## src/rtl/parameters.vh

```
// rtl/parameters.vh - opcode, func3 and FSM state encodings shared by the memory stage
`ifndef MEM_STAGE_PARAMETERS_VH
`define MEM_STAGE_PARAMETERS_VH

`define LD 7'b0000011
`define S  7'b0100011
`define R  7'b0110011
`define B  7'b1100011

`define F3_LB  3'b000
`define F3_LH  3'b001
`define F3_LW  3'b010
`define F3_LBU 3'b100
`define F3_LHU 3'b101
`define F3_SB  3'b000
`define F3_SH  3'b001
`define F3_SW  3'b010

`define ST_IDLE   1'b0
`define ST_ACCESS 1'b1

`endif

```

## src/rtl/mem_stage_pkg.sv

```systemverilog
// rtl/mem_stage_pkg.sv - access-size type and func3 decode for the memory stage
`include "parameters.vh"

package mem_stage_pkg;

  typedef enum logic [1:0] {
    SZ_BYTE = 2'd0,
    SZ_HALF = 2'd1,
    SZ_WORD = 2'd2
  } size_e;

  // Unsigned codes only exist for loads; any code without a defined meaning is a word access.
  function automatic size_e access_size(input logic [2:0] func3, input logic is_store);
    size_e sz;
    case (func3)
      `F3_LB:  sz = SZ_BYTE;
      `F3_LH:  sz = SZ_HALF;
      `F3_LBU: sz = is_store ? SZ_WORD : SZ_BYTE;
      `F3_LHU: sz = is_store ? SZ_WORD : SZ_HALF;
      default: sz = SZ_WORD;
    endcase
    return sz;
  endfunction

endpackage

```

## src/rtl/mem_align.sv

```systemverilog
// rtl/mem_align.sv - byte-lane strobes, store-data replication, misalignment check
// and load lane extraction with sign/zero extension
module mem_align
  import mem_stage_pkg::*;
(
  input  logic [2:0]  i_func3,
  input  logic        i_is_store,
  input  logic [1:0]  i_addr_lo,
  input  logic [31:0] i_store_data,
  output logic [3:0]  o_wstrb,
  output logic [31:0] o_wdata,
  output logic        o_misalign,
  input  logic [2:0]  i_ld_func3,
  input  logic [1:0]  i_ld_addr_lo,
  input  logic [31:0] i_rdata,
  output logic [31:0] o_ld_data
);

  size_e       req_size;
  size_e       ld_size;
  logic [7:0]  ld_byte;
  logic [15:0] ld_half;
  logic        ld_unsigned;

  always_comb begin
    req_size   = access_size(i_func3, i_is_store);
    o_misalign = 1'b0;
    o_wstrb    = 4'b0000;
    o_wdata    = '0;
    case (req_size)
      SZ_BYTE: begin
        o_wstrb = 4'b0001 << i_addr_lo;
        o_wdata = {4{i_store_data[7:0]}};
      end
      SZ_HALF: begin
        o_misalign = i_addr_lo[0];
        o_wstrb    = i_addr_lo[1] ? 4'b1100 : 4'b0011;
        o_wdata    = {2{i_store_data[15:0]}};
      end
      default: begin
        o_misalign = |i_addr_lo;
        o_wstrb    = 4'b1111;
        o_wdata    = i_store_data;
      end
    endcase
    if (!i_is_store) begin
      o_wstrb = 4'b0000;
      o_wdata = '0;
    end
  end

  always_comb begin
    ld_size     = access_size(i_ld_func3, 1'b0);
    ld_unsigned = i_ld_func3[2];
    ld_byte     = i_rdata[8*i_ld_addr_lo +: 8];
    ld_half     = i_ld_addr_lo[1] ? i_rdata[31:16] : i_rdata[15:0];
    case (ld_size)
      SZ_BYTE: o_ld_data = ld_unsigned ? {24'd0, ld_byte} : {{24{ld_byte[7]}}, ld_byte};
      SZ_HALF: o_ld_data = ld_unsigned ? {16'd0, ld_half} : {{16{ld_half[15]}}, ld_half};
      default: o_ld_data = i_rdata;
    endcase
  end

endmodule

```

## src/rtl/mem_stage.sv

```systemverilog
// rtl/mem_stage.sv - memory-access pipeline stage: req/ack data-memory FSM with
// bus timeout, passing non-memory results straight to writeback
`include "parameters.vh"

module mem_stage
  import mem_stage_pkg::*;
#(
  parameter int TIMEOUT_CYCLES = 16,
  parameter int CNT_W          = 5
) (
  input  logic        clk,
  input  logic        rst_n,
  input  logic        i_valid,
  input  logic [6:0]  i_opcode,
  input  logic [2:0]  i_func3,
  input  logic [31:0] i_result,
  input  logic [31:0] i_data_store,
  input  logic [4:0]  i_rd_addr,
  input  logic        i_wb_en,
  output logic        o_stall,
  output logic        o_valid,
  output logic [31:0] o_wb_data,
  output logic [4:0]  o_rd_addr,
  output logic        o_wb_en,
  output logic        o_misalign,
  output logic        o_bus_err,
  output logic        o_mem_req,
  output logic        o_mem_we,
  output logic [31:0] o_mem_addr,
  output logic [3:0]  o_mem_wstrb,
  output logic [31:0] o_mem_wdata,
  input  logic        i_mem_ack,
  input  logic [31:0] i_mem_rdata
);

  localparam logic [0:0]       ST_IDLE      = `ST_IDLE;
  localparam logic [0:0]       ST_ACCESS    = `ST_ACCESS;
  localparam logic [CNT_W-1:0] TIMEOUT_LAST = CNT_W'(TIMEOUT_CYCLES - 1);

  logic [0:0]       state_q, state_d;
  logic [CNT_W-1:0] cnt_q, cnt_d;
  logic [2:0]       func3_q, func3_d;
  logic [1:0]       lo_q, lo_d;
  logic [4:0]       rd_lat_q, rd_lat_d;
  logic             wb_en_lat_q, wb_en_lat_d;
  logic             valid_q, valid_d;
  logic [31:0]      wb_data_q, wb_data_d;
  logic [4:0]       rd_addr_q, rd_addr_d;
  logic             wb_en_q, wb_en_d;
  logic             misalign_q, misalign_d;
  logic             bus_err_q, bus_err_d;
  logic             mem_req_q, mem_req_d;
  logic             mem_we_q, mem_we_d;
  logic [31:0]      mem_addr_q, mem_addr_d;
  logic [3:0]       wstrb_q, wstrb_d;
  logic [31:0]      wdata_q, wdata_d;

  logic        is_load;
  logic        is_store;
  logic [3:0]  req_wstrb;
  logic [31:0] req_wdata;
  logic        req_misalign;
  logic [31:0] ld_data;

  assign is_load  = (i_opcode == `LD);
  assign is_store = (i_opcode == `S);

  mem_align u_align (
    .i_func3      (i_func3),
    .i_is_store   (is_store),
    .i_addr_lo    (i_result[1:0]),
    .i_store_data (i_data_store),
    .o_wstrb      (req_wstrb),
    .o_wdata      (req_wdata),
    .o_misalign   (req_misalign),
    .i_ld_func3   (func3_q),
    .i_ld_addr_lo (lo_q),
    .i_rdata      (i_mem_rdata),
    .o_ld_data    (ld_data)
  );

  always_comb begin
    state_d     = state_q;
    cnt_d       = cnt_q;
    func3_d     = func3_q;
    lo_d        = lo_q;
    rd_lat_d    = rd_lat_q;
    wb_en_lat_d = wb_en_lat_q;
    valid_d     = 1'b0;
    misalign_d  = 1'b0;
    bus_err_d   = 1'b0;
    wb_en_d     = 1'b0;
    wb_data_d   = wb_data_q;
    rd_addr_d   = rd_addr_q;
    mem_req_d   = mem_req_q;
    mem_we_d    = mem_we_q;
    mem_addr_d  = mem_addr_q;
    wstrb_d     = wstrb_q;
    wdata_d     = wdata_q;
    case (state_q)
      ST_IDLE: begin
        if (i_valid) begin
          if (!(is_load || is_store)) begin
            valid_d   = 1'b1;
            wb_data_d = i_result;
            rd_addr_d = i_rd_addr;
            wb_en_d   = i_wb_en;
          end else if (req_misalign) begin
            valid_d    = 1'b1;
            misalign_d = 1'b1;
            wb_data_d  = '0;
            rd_addr_d  = i_rd_addr;
          end else begin
            func3_d     = i_func3;
            lo_d        = i_result[1:0];
            rd_lat_d    = i_rd_addr;
            wb_en_lat_d = i_wb_en;
            mem_req_d   = 1'b1;
            mem_we_d    = is_store;
            mem_addr_d  = {i_result[31:2], 2'b00};
            wstrb_d     = req_wstrb;
            wdata_d     = req_wdata;
            cnt_d       = '0;
            state_d     = ST_ACCESS;
          end
        end
      end
      default: begin
        // An ack on the last allowed cycle still completes normally.
        if (i_mem_ack || (cnt_q == TIMEOUT_LAST)) begin
          state_d    = ST_IDLE;
          valid_d    = 1'b1;
          rd_addr_d  = rd_lat_q;
          mem_req_d  = 1'b0;
          mem_we_d   = 1'b0;
          mem_addr_d = '0;
          wstrb_d    = 4'b0000;
          wdata_d    = '0;
          if (i_mem_ack) begin
            wb_data_d = mem_we_q ? 32'd0 : ld_data;
            wb_en_d   = !mem_we_q && wb_en_lat_q;
          end else begin
            bus_err_d = 1'b1;
            wb_data_d = '0;
          end
        end else begin
          cnt_d = cnt_q + CNT_W'(1);
        end
      end
    endcase
  end

  always_ff @(posedge clk) begin
    if (!rst_n) begin
      state_q     <= ST_IDLE;
      cnt_q       <= '0;
      func3_q     <= '0;
      lo_q        <= '0;
      rd_lat_q    <= '0;
      wb_en_lat_q <= 1'b0;
      valid_q     <= 1'b0;
      wb_data_q   <= '0;
      rd_addr_q   <= '0;
      wb_en_q     <= 1'b0;
      misalign_q  <= 1'b0;
      bus_err_q   <= 1'b0;
      mem_req_q   <= 1'b0;
      mem_we_q    <= 1'b0;
      mem_addr_q  <= '0;
      wstrb_q     <= '0;
      wdata_q     <= '0;
    end else begin
      state_q     <= state_d;
      cnt_q       <= cnt_d;
      func3_q     <= func3_d;
      lo_q        <= lo_d;
      rd_lat_q    <= rd_lat_d;
      wb_en_lat_q <= wb_en_lat_d;
      valid_q     <= valid_d;
      wb_data_q   <= wb_data_d;
      rd_addr_q   <= rd_addr_d;
      wb_en_q     <= wb_en_d;
      misalign_q  <= misalign_d;
      bus_err_q   <= bus_err_d;
      mem_req_q   <= mem_req_d;
      mem_we_q    <= mem_we_d;
      mem_addr_q  <= mem_addr_d;
      wstrb_q     <= wstrb_d;
      wdata_q     <= wdata_d;
    end
  end

  assign o_stall     = (state_q == ST_ACCESS);
  assign o_valid     = valid_q;
  assign o_wb_data   = wb_data_q;
  assign o_rd_addr   = rd_addr_q;
  assign o_wb_en     = wb_en_q;
  assign o_misalign  = misalign_q;
  assign o_bus_err   = bus_err_q;
  assign o_mem_req   = mem_req_q;
  assign o_mem_we    = mem_we_q;
  assign o_mem_addr  = mem_addr_q;
  assign o_mem_wstrb = wstrb_q;
  assign o_mem_wdata = wdata_q;

endmodule

```

## config.mk

```make
export PLATFORM = sky130hd
export DESIGN_NAME = mem_stage
export DESIGN_NICKNAME = d
export VERILOG_FILES = /design/src/rtl/mem_stage_pkg.sv /design/src/rtl/mem_align.sv /design/src/rtl/mem_stage.sv
export VERILOG_INCLUDE_DIRS = /design/src /design/src/rtl
export SDC_FILE = /design/constraint.sdc
export NUM_CORES = 1
export LEC_CHECK = 0
export ABC_AREA = 1
export CAP_MARGIN = 15
export CORE_MARGIN = 3
export CORE_UTILIZATION = 42
export CTS_BUF_LIST = sky130_fd_sc_hd__clkbuf_16
export CTS_CLUSTER_DIAMETER = 40
export DETAILED_ROUTE_END_ITERATION = 16
export PLACE_DENSITY = 0.81
export SLEW_MARGIN = 20
export SYNTH_ARGS = -nofsm -noshare
export SYNTH_HDL_FRONTEND = slang
export SYNTH_SLANG_ARGS = --single-unit
```

## constraint.sdc

```tcl
create_clock -name clk -period 1.8 [get_ports clk]
set_input_delay 0.18 -clock clk [delete_from_list [all_inputs] [get_ports clk]]
set_output_delay 0.18 -clock clk [all_outputs]
set_load 0.02 [all_outputs]
```

==> results of run 1 <==
[state kept, by name, indices dropped and copies added, names as in the netlist]
signal / count
func3_q: 3
wb_en_lat_q: 1
o_wb_data: 32
o_mem_req: 1
o_mem_we: 1
o_mem_addr: 30
o_wb_en: 1
o_misalign: 1
lo_q: 2
o_valid: 1
cnt_q: 5
o_mem_wdata: 32
o_mem_wstrb: 4
o_rd_addr: 5
o_stall: 1
o_bus_err: 1
rd_lat_q: 5
[repair_timing]
| action | 4_1_cts | 5_1_grt |
|---|---|---|
| endpoints found under the hold margin | 0 | 0 |
| pin swaps | 14 | 19 |
| cloned | 1 | 7 |
| hold buffers | 0 | 0 |
| endpoints found under the setup margin | 45 | 103 |
| resized for setup | 20 | 62 |
| buffers inserted | 2 | 3 |
[critical path: cells and delay by family (launching register included)]
family / cells / cell delay [ps]
AO/OA/AOI/OAI: 1 / 220
flip-flops: 1 / 340
buffers and inverters: 3 / 480
AND/OR/NAND/NOR: 5 / 380
adder cells (fa/ha/maj): 2 / 330
[per-layer routing]
| layer | up-vias | track usage | share of wire |
|---|---|---|---|
| met5 | - | 0 | 0 |
| met4 | 0 | 0.100 | 0.031 |
| li1 | 3753 | - | - |
| met3 | 61 | 0.0812 | 0.093 |
| met2 | 458 | 0.472 | 0.49 |
| met1 | 3621 | 0.316 | 0.38 |
[path summary, 6_finish.rpt]
check,startpoint,end,slack (ps),cells past startpoint
worst max-delay path,cnt_q[0],o_mem_addr[29],-40,11
worst min-delay path,i_result[15],o_mem_addr[15],370,3
worst max register to register,cnt_q[0],o_mem_addr[29],-40,11
worst min register to register,rd_lat_q[1],rd_lat_q[1],450,2
[power by group]
group          total (W)  switching [W]  internal [W]
Clock            0.00373        0.00139       0.00234
Combinational    0.00112       0.000557      0.000563
Sequential       0.00289      0.0000377       0.00285
[cells by family after synthesis]
kind of cell / after synthesis / share of synthesized area
adders and majority gates: 2 / 0.00366
xor gates and xnor gates: 1 / 0.00128
other: 1 / 0.000549
buffers and inverters: 155 / 0.109
AOI/OAI and AO/OA: 192 / 0.151
and+or+nand+nor: 513 / 0.365
DFF: 126 / 0.369
[final cells by class]
type,instances,area [um2]
antenna,1,2.50
clock buffer,17,425
clock inverter,14,208
fill,1231,4730
inverter,82,322
multi-input combinational,710,3800
sequential,126,2520
tap,211,264
timing repair buffer,310,3250
timing repair inverter,1,8.76
[cells in the final DEF (no fill, tap or decap), types with 4 or more instances in the layout]
cell type / instances
clkdlybuf4s50_1: 225
nand2_1: 213
dfxtp_1: 124
a21oi_1: 98
nor2_1: 83
inv_1: 75
nand3_1: 71
buf_4: 55
nand3_2: 44
o21ai_0: 43
clkbuf_16: 22
buf_12: 18
or2_2: 17
nand4_1: 17
nand2_2: 16
a21oi_2: 16
and2_1: 14
nor2_2: 11
o21ai_1: 9
nor3_1: 9
o211ai_1: 8
o21bai_1: 7
nand2_4: 5
a22oi_1: 5
inv_2: 4
inv_6: 4
clkinv_4: 4
bufinv_16: 4
buf_6: 4
[synthesized netlist by cell type, drive strengths merged]
library cell	count
or2	17
nor2	97
nor4	1
nor3	10
a22oi	5
nor3b	1
o211ai	9
o21bai	7
a21oi	114
clkbuf	29
dfxtp	126
nand3	116
clkinv	1
o21ai	54
inv	81
ha	2
conb	1
nand4	18
and2	17
a311oi	2
nand2	236
xor2	1
buf	44
a21o	1
[per-stage QoR]
| stage | hold slack (ps) | setup slack [ps] | std cells | utilization | total power (W) |
|---|---|---|---|---|---|
| 4_1_cts | 357 | -18.3 | 1462 | 0.671 | 0.00769 |
| 5_1_grt | 395 | -114 | 1471 | 0.695 | 0.00798 |
| 2_1_floorplan | 259 | 41.2 | 991 | - | 0.00338 |
| 6_report | 369 | -40.9 | 1472 | 0.696 | 0.00774 |
| 3_3_place_gp | 430 | -239 | 1428 | 0.624 | 0.00396 |
| 3_5_place_dp | 441 | -269 | 1428 | 0.624 | 0.00397 |
==> results by group, run 1 <==
Cells and area
  – Layout cell share with drive strength beyond 1: 0.198
  – Post-layout nets: 1366
  – Cell area after layout: 10800 um2
  – Syn-to-layout area delta: 58.3%

Timing
  – Unrepaired setup endpoints after global routing: true
  – Final Setup Violations: 7
  – Worst setup margin: -40.9 ps
  – Endpoints failing hold: 0
  – Period minus WS final: 1840 ps
  – Max Clock Freq: 543 MHz
  – Worst clock skew: 9.16 ps
  – Setup TNS: -86.9 ps
  – Final period utilization: 1.02
  – Slew Viols, Final: 0

Critical path
  – Max stage delay cell, worst path: dfxtp_2
  – Crit path largest cell delay: 340 ps
  – Worst-path fanout max: 11
  – Critical path class: reg -> reg
  – WP data arrival: 2170 ps
  – Worst Path Required: 2130 ps
  – Worst path cell trace: ha_4, nand2_4, nor2_4, ha_4, nor2_4, nor2_2, inv_2, buf_4, buf_12, nand3_1, a21oi_1
  – Worst Setup Start Kind: flop
  – Setup crit end kind: flop

Synthesis
  – Seq cells post-synth: 126
  – Synth Instances: 990
  – Seq/Total Area, Yosys: 0.369
  – Library cells used by synthesis: 39
  – Yosys top cell by area: dfxtp_1
  – Synth top area share: 0.369
  – Netlist Area Pre-Place: 6830 um2
  – Avg Cell Area, Syn: 6.90 um2
  – Ranking of synthesized cells by area: dfxtp_1, nand2_1, a21oi_1
  – Yosys warns: 0

Flow run
  – Max Cap Viol: 0

Drt
  – Antenna viol nets, final: 0
  – First-pass detailed-route iteration total: 8
  – Wire per inst: 17.7 um
  – DR vias: 7893
  – Initial DRC Count: 663
  – WL final: 26.0 mm
  – Vias per inst: 5.36
  – DRC violations left: 0

Global route
  – Largest net degree at the start of global routing: 52
  – Global-route wire length before repair: 38.5 mm
  – Vias in the first global route: 7302
  – Initial antenna violation count: 0
  – Total GRT Usage: 0.272
  – GR Overflow Total: 0

Die
  – Chip width: 134 um
  – Num rows: 45
  – Initial Utilization: 0.440
  – Top-Level Pins: 228
  – Die area: 17800 um2
  – Die Y-Extent: 134 um
  – Core area: 15500 um2

Run status
  – Status: finished with violations
  – Failing checks: setup timing

Place
  – DP Area: 9700 um2
  – DP Wirelength: 18.4 mm
  – Routability Congestion: 0.986
  – # port buffers: 225

Pwr
  – Worst IR Drop VDD: 0.640 mV
  – Leakage: 4.27 nW
  – Pwr dens: 716 nW/um2

Clocking
  – CTS tree: yes
  – CTS buffer count: 17
  – Clock latency on the worst-skew pair: 420 ps
  – Clock tree sinks: 126
  – H-tree depth: 4
  – Clock Root Buffer: clkbuf_16
  – CTS Buffer Depth: 2
  – Worst-path clk slew: 60 ps

Min path
  – Worst min path class: in -> reg
Note: power is estimated with default switching activity, not from simulation.
==> run 2: changes to the inputs <==
--- a/config.mk
+++ b/config.mk
@@ -14,6 +14,7 @@
 export CTS_CLUSTER_DIAMETER = 40
 export DETAILED_ROUTE_END_ITERATION = 16
 export PLACE_DENSITY = 0.81
+export SETUP_SLACK_MARGIN = 0.1
 export SLEW_MARGIN = 20
 export SYNTH_ARGS = -nofsm -noshare
 export SYNTH_HDL_FRONTEND = slang
==> run 2 against run 1 <==
Net effect:
- the flow now finishes without violations
- largest power group unchanged
- worst setup slack improved by 61 ps
- global-route usage rose by 0.52 points
- final area rose by 3.0%
- via count is 4.1% higher
- total power rose by 2.9%
- clock-buffer cell count is the same
- core utilization is 2.1 points higher
- fmax increased by 3.4%
- clock skew increased by 0.63 ps
- register-to-register slack better by 60 ps
- worst hold slack got worse by 95 ps
- flip-flop and latch count unchanged
==> results by group, run 2 (synthesis gave the netlist of run 1 again) <==
Drt
  – WL final: 27.4 mm (+5.5%)
  – Wire per inst: 18.6 um (+5.0%)
  – Vias per inst: 5.56 (+3.7%)
  – Antenna viol nets, final: 0 (unchanged)
  – DRC violations left: 0 (unchanged)
  – Initial DRC Count: 921 (+39%)
  – DR vias: 8218 (+4.1%)
  – First-pass detailed-route iteration total: 7 (-1)

Die
  – Chip width: 134 um (unchanged)
  – Initial Utilization: 0.440 (unchanged)
  – Die Y-Extent: 134 um (unchanged)
  – Die area: 17800 um2 (unchanged)
  – Num rows: 45 (unchanged)
  – Core area: 15500 um2 (unchanged)
  – Top-Level Pins: 228 (unchanged)

Place
  – DP Wirelength: 17.9 mm (-2.2%)
  – # port buffers: 225 (unchanged)
  – Pre-CTS WS: -245 ps (+23.5 ps)
  – Routability Congestion: 1.02 (+3.7%)

Timing
  – Final Setup Violations: 0 (-7)
  – Max Clock Freq: 562 MHz (+3.4%)
  – Slew Limit Headroom: 0.609
  – Final period utilization: 0.989 (-0.0337)
  – Slew Viols, Final: 0 (unchanged)
  – Worst clock skew: 9.79 ps (+0.631 ps)
  – Period minus WS final: 1780 ps (-60.7 ps)
  – Worst setup margin: 19.8 ps (+60.7 ps)
  – Pin slew with the least headroom to its limit: 586 ps
  – Endpoints failing hold: 0 (unchanged)
  – Unrepaired setup endpoints after global routing: true

Cells and area
  – Most frequent cells in the layout: clkdlybuf4s50_1, nand2_1, dfxtp_1
  – Layout cell share with drive strength beyond 1: 0.223 (+0.0249)
  – Fillers: 1174 (-4.6%)
  – Post-layout nets: 1372 (+0.44%)
  – Syn-to-layout area delta: 63.1%
  – Commonest non-fill, non-tap cell in the layout: clkdlybuf4s50_1
  – N_diodes: 0 (-1)

Pwr
  – Worst IR Drop VDD: 0.666 mV (+4.0%)
  – Leakage: 4.43 nW (+3.7%)
  – Int Power: 0.00600 W (+4.3%)
  – Pwr dens: 715 nW/um2 (-0.13%)
  – Overall Power: 0.00797 W (+2.9%)
  – Clock share of power: 0.495 (+0.013)
  – Sw Share: 0.247 (-0.00971)
  – Logic gate share of total power: 0.142 (-0.003)
  – Seq pwr share: 0.363 (-0.011)
  – Sw Pwr: 0.00196 W (-0.99%)

Min path
  – Worst min path class: in -> reg

Global route
  – Global-route wire length before repair: 39.5 mm (+2.7%)
  – Met1 usage: 0.312 (-0.00414)
  – Vias in the first global route: 7750 (+6.1%)
  – Total GRT Usage: 0.277 (+0.00515)
  – Largest net degree at the start of global routing: 54 (+3.8%)
  – Initial antenna violation count: 1 (+1)
  – GR Overflow Total: 0 (unchanged)
  – M2 GR Usage: 0.487 (+0.0150)
  – M3 GR Usage: 0.0869 (+0.00566)
  – Most Crowded Layer GR: met2

Clocking
  – Worst-path clk slew: 60 ps (about the same)
  – CTS Buffer Depth: 2 (unchanged)
  – Clock tree sinks: 126 (unchanged)
  – Clock Root Buffer: clkbuf_16
  – CTS buffer count: 17 (unchanged)
  – CTS tree: yes
  – H-tree depth: 4 (unchanged)
  – Hold-fix buffers, CTS: 0 (unchanged)
  – Clock latency on the worst-skew pair: 420 ps (about the same)

Critical path
  – Worst Path Required: 2150 ps (+20 ps)
  – Worst-path fanout max: 14 (+3)
  – Critical path class: reg -> reg
  – Worst Setup Start Kind: flop
  – Setup crit end kind: flop
  – WP data arrival: 2130 ps (-40 ps)

Run status
  – Status: finished clean

Flow run
  – Max Cap Viol: 0 (unchanged)
[run 2: changes by cell type in the layout (fill, tap and decap cells not counted), sizes merged, moves of 2 or more]
cell	change
clkbuf	+6
clkdlybuf4s50	-6
dlymetal6s2s	+5
clkinv	+3
inv	-3
bufinv	+2
[run 2: critical path, stage by stage (launching register included)]
cell      delay (ps)
dfxtp_4          350
ha_4             170
nand2_4           80
nor2_4            40
ha_4             150
nor2_4            80
nor2_2            40
inv_2             90
nand2_4           70
nand2_8          120
clkinv_8         110
buf_12           170
nand2_2           60
nand2_1           50
nor2_1           110
[run 2: power by group through the flow]
stage / clock [W] / sequential [W] / combinational [W]
3_3_place_gp: 0 / 0.00295 / 0.000984
3_5_place_dp: 0 / 0.00295 / 0.000994
5_1_grt: 0.00408 / 0.00290 / 0.00120
4_1_cts: 0.00395 / 0.00289 / 0.00105
2_1_floorplan: 0 / 0.00302 / 0.000360
6_report: 0.00395 / 0.00289 / 0.00113
[run 2: repair_timing]
item,CTS,global route
resized for setup,54,80
buffers inserted,4,8
cloned,5,13
endpoints found under the setup margin,107,122
pin swaps,13,26
[run 2: final timing paths]
kind / cells after the start / from / slack, ps / endpoint
setup / recovery: 14 / cnt_q[1] / 20 / o_wb_data[4]
hold / removal: 6 / i_opcode[3] / 270 / o_misalign
setup reg to reg: 14 / cnt_q[1] / 20 / o_wb_data[4]
hold reg to reg: 2 / rd_lat_q[3] / 450 / rd_lat_q[3]
[run 2: layout make-up]
| class | count | area (um2) | share of cell area |
|---|---|---|---|
| clock buffers | 17 | 425 | 0.0382 |
| clock inverters | 15 | 240 | 0.0216 |
| inverters | 82 | 322 | 0.0289 |
| multi-input cells | 710 | 3950 | 0.354 |
| flip-flops and latches | 126 | 2530 | 0.227 |
| well taps | 211 | 264 | 0.0237 |
| repair buffers | 316 | 3390 | 0.305 |
| repair inverters | 1 | 16.3 | 0.00146 |
[run 2: per-stage QoR]
step	utilization	hold slack, ps	instance area [um2]	setup TNS (ps)	std cells
global route	0.717	314	11100	-2690	1478
global placement	0.610	430	9490	-16550	1416
floorplan	-	259	6850	0	991
detailed placement	0.610	439	9490	-23320	1416
CTS	0.675	340	10500	-68.1	1457
finish	0.717	274	11100	0	1478
[run 2: layer usage]
metal / vias to the layer above / wire (um)
li1: 3770 / -
met1: 3765 / 9780
met2: 556 / 13200
met3: 125 / 3100
met4: 2 / 1320
met5: - / 8
==> run 3: changes to the inputs <==
--- a/config.mk
+++ b/config.mk
@@ -13,6 +13,7 @@
 export CTS_BUF_LIST = sky130_fd_sc_hd__clkbuf_16
 export CTS_CLUSTER_DIAMETER = 40
 export DETAILED_ROUTE_END_ITERATION = 16
+export GPL_ROUTABILITY_DRIVEN = 1
 export PLACE_DENSITY = 0.81
 export SETUP_SLACK_MARGIN = 0.1
 export SLEW_MARGIN = 20
==> results of run 3 <==
The final DEF is identical to that of run 2; final timing and power are the same.
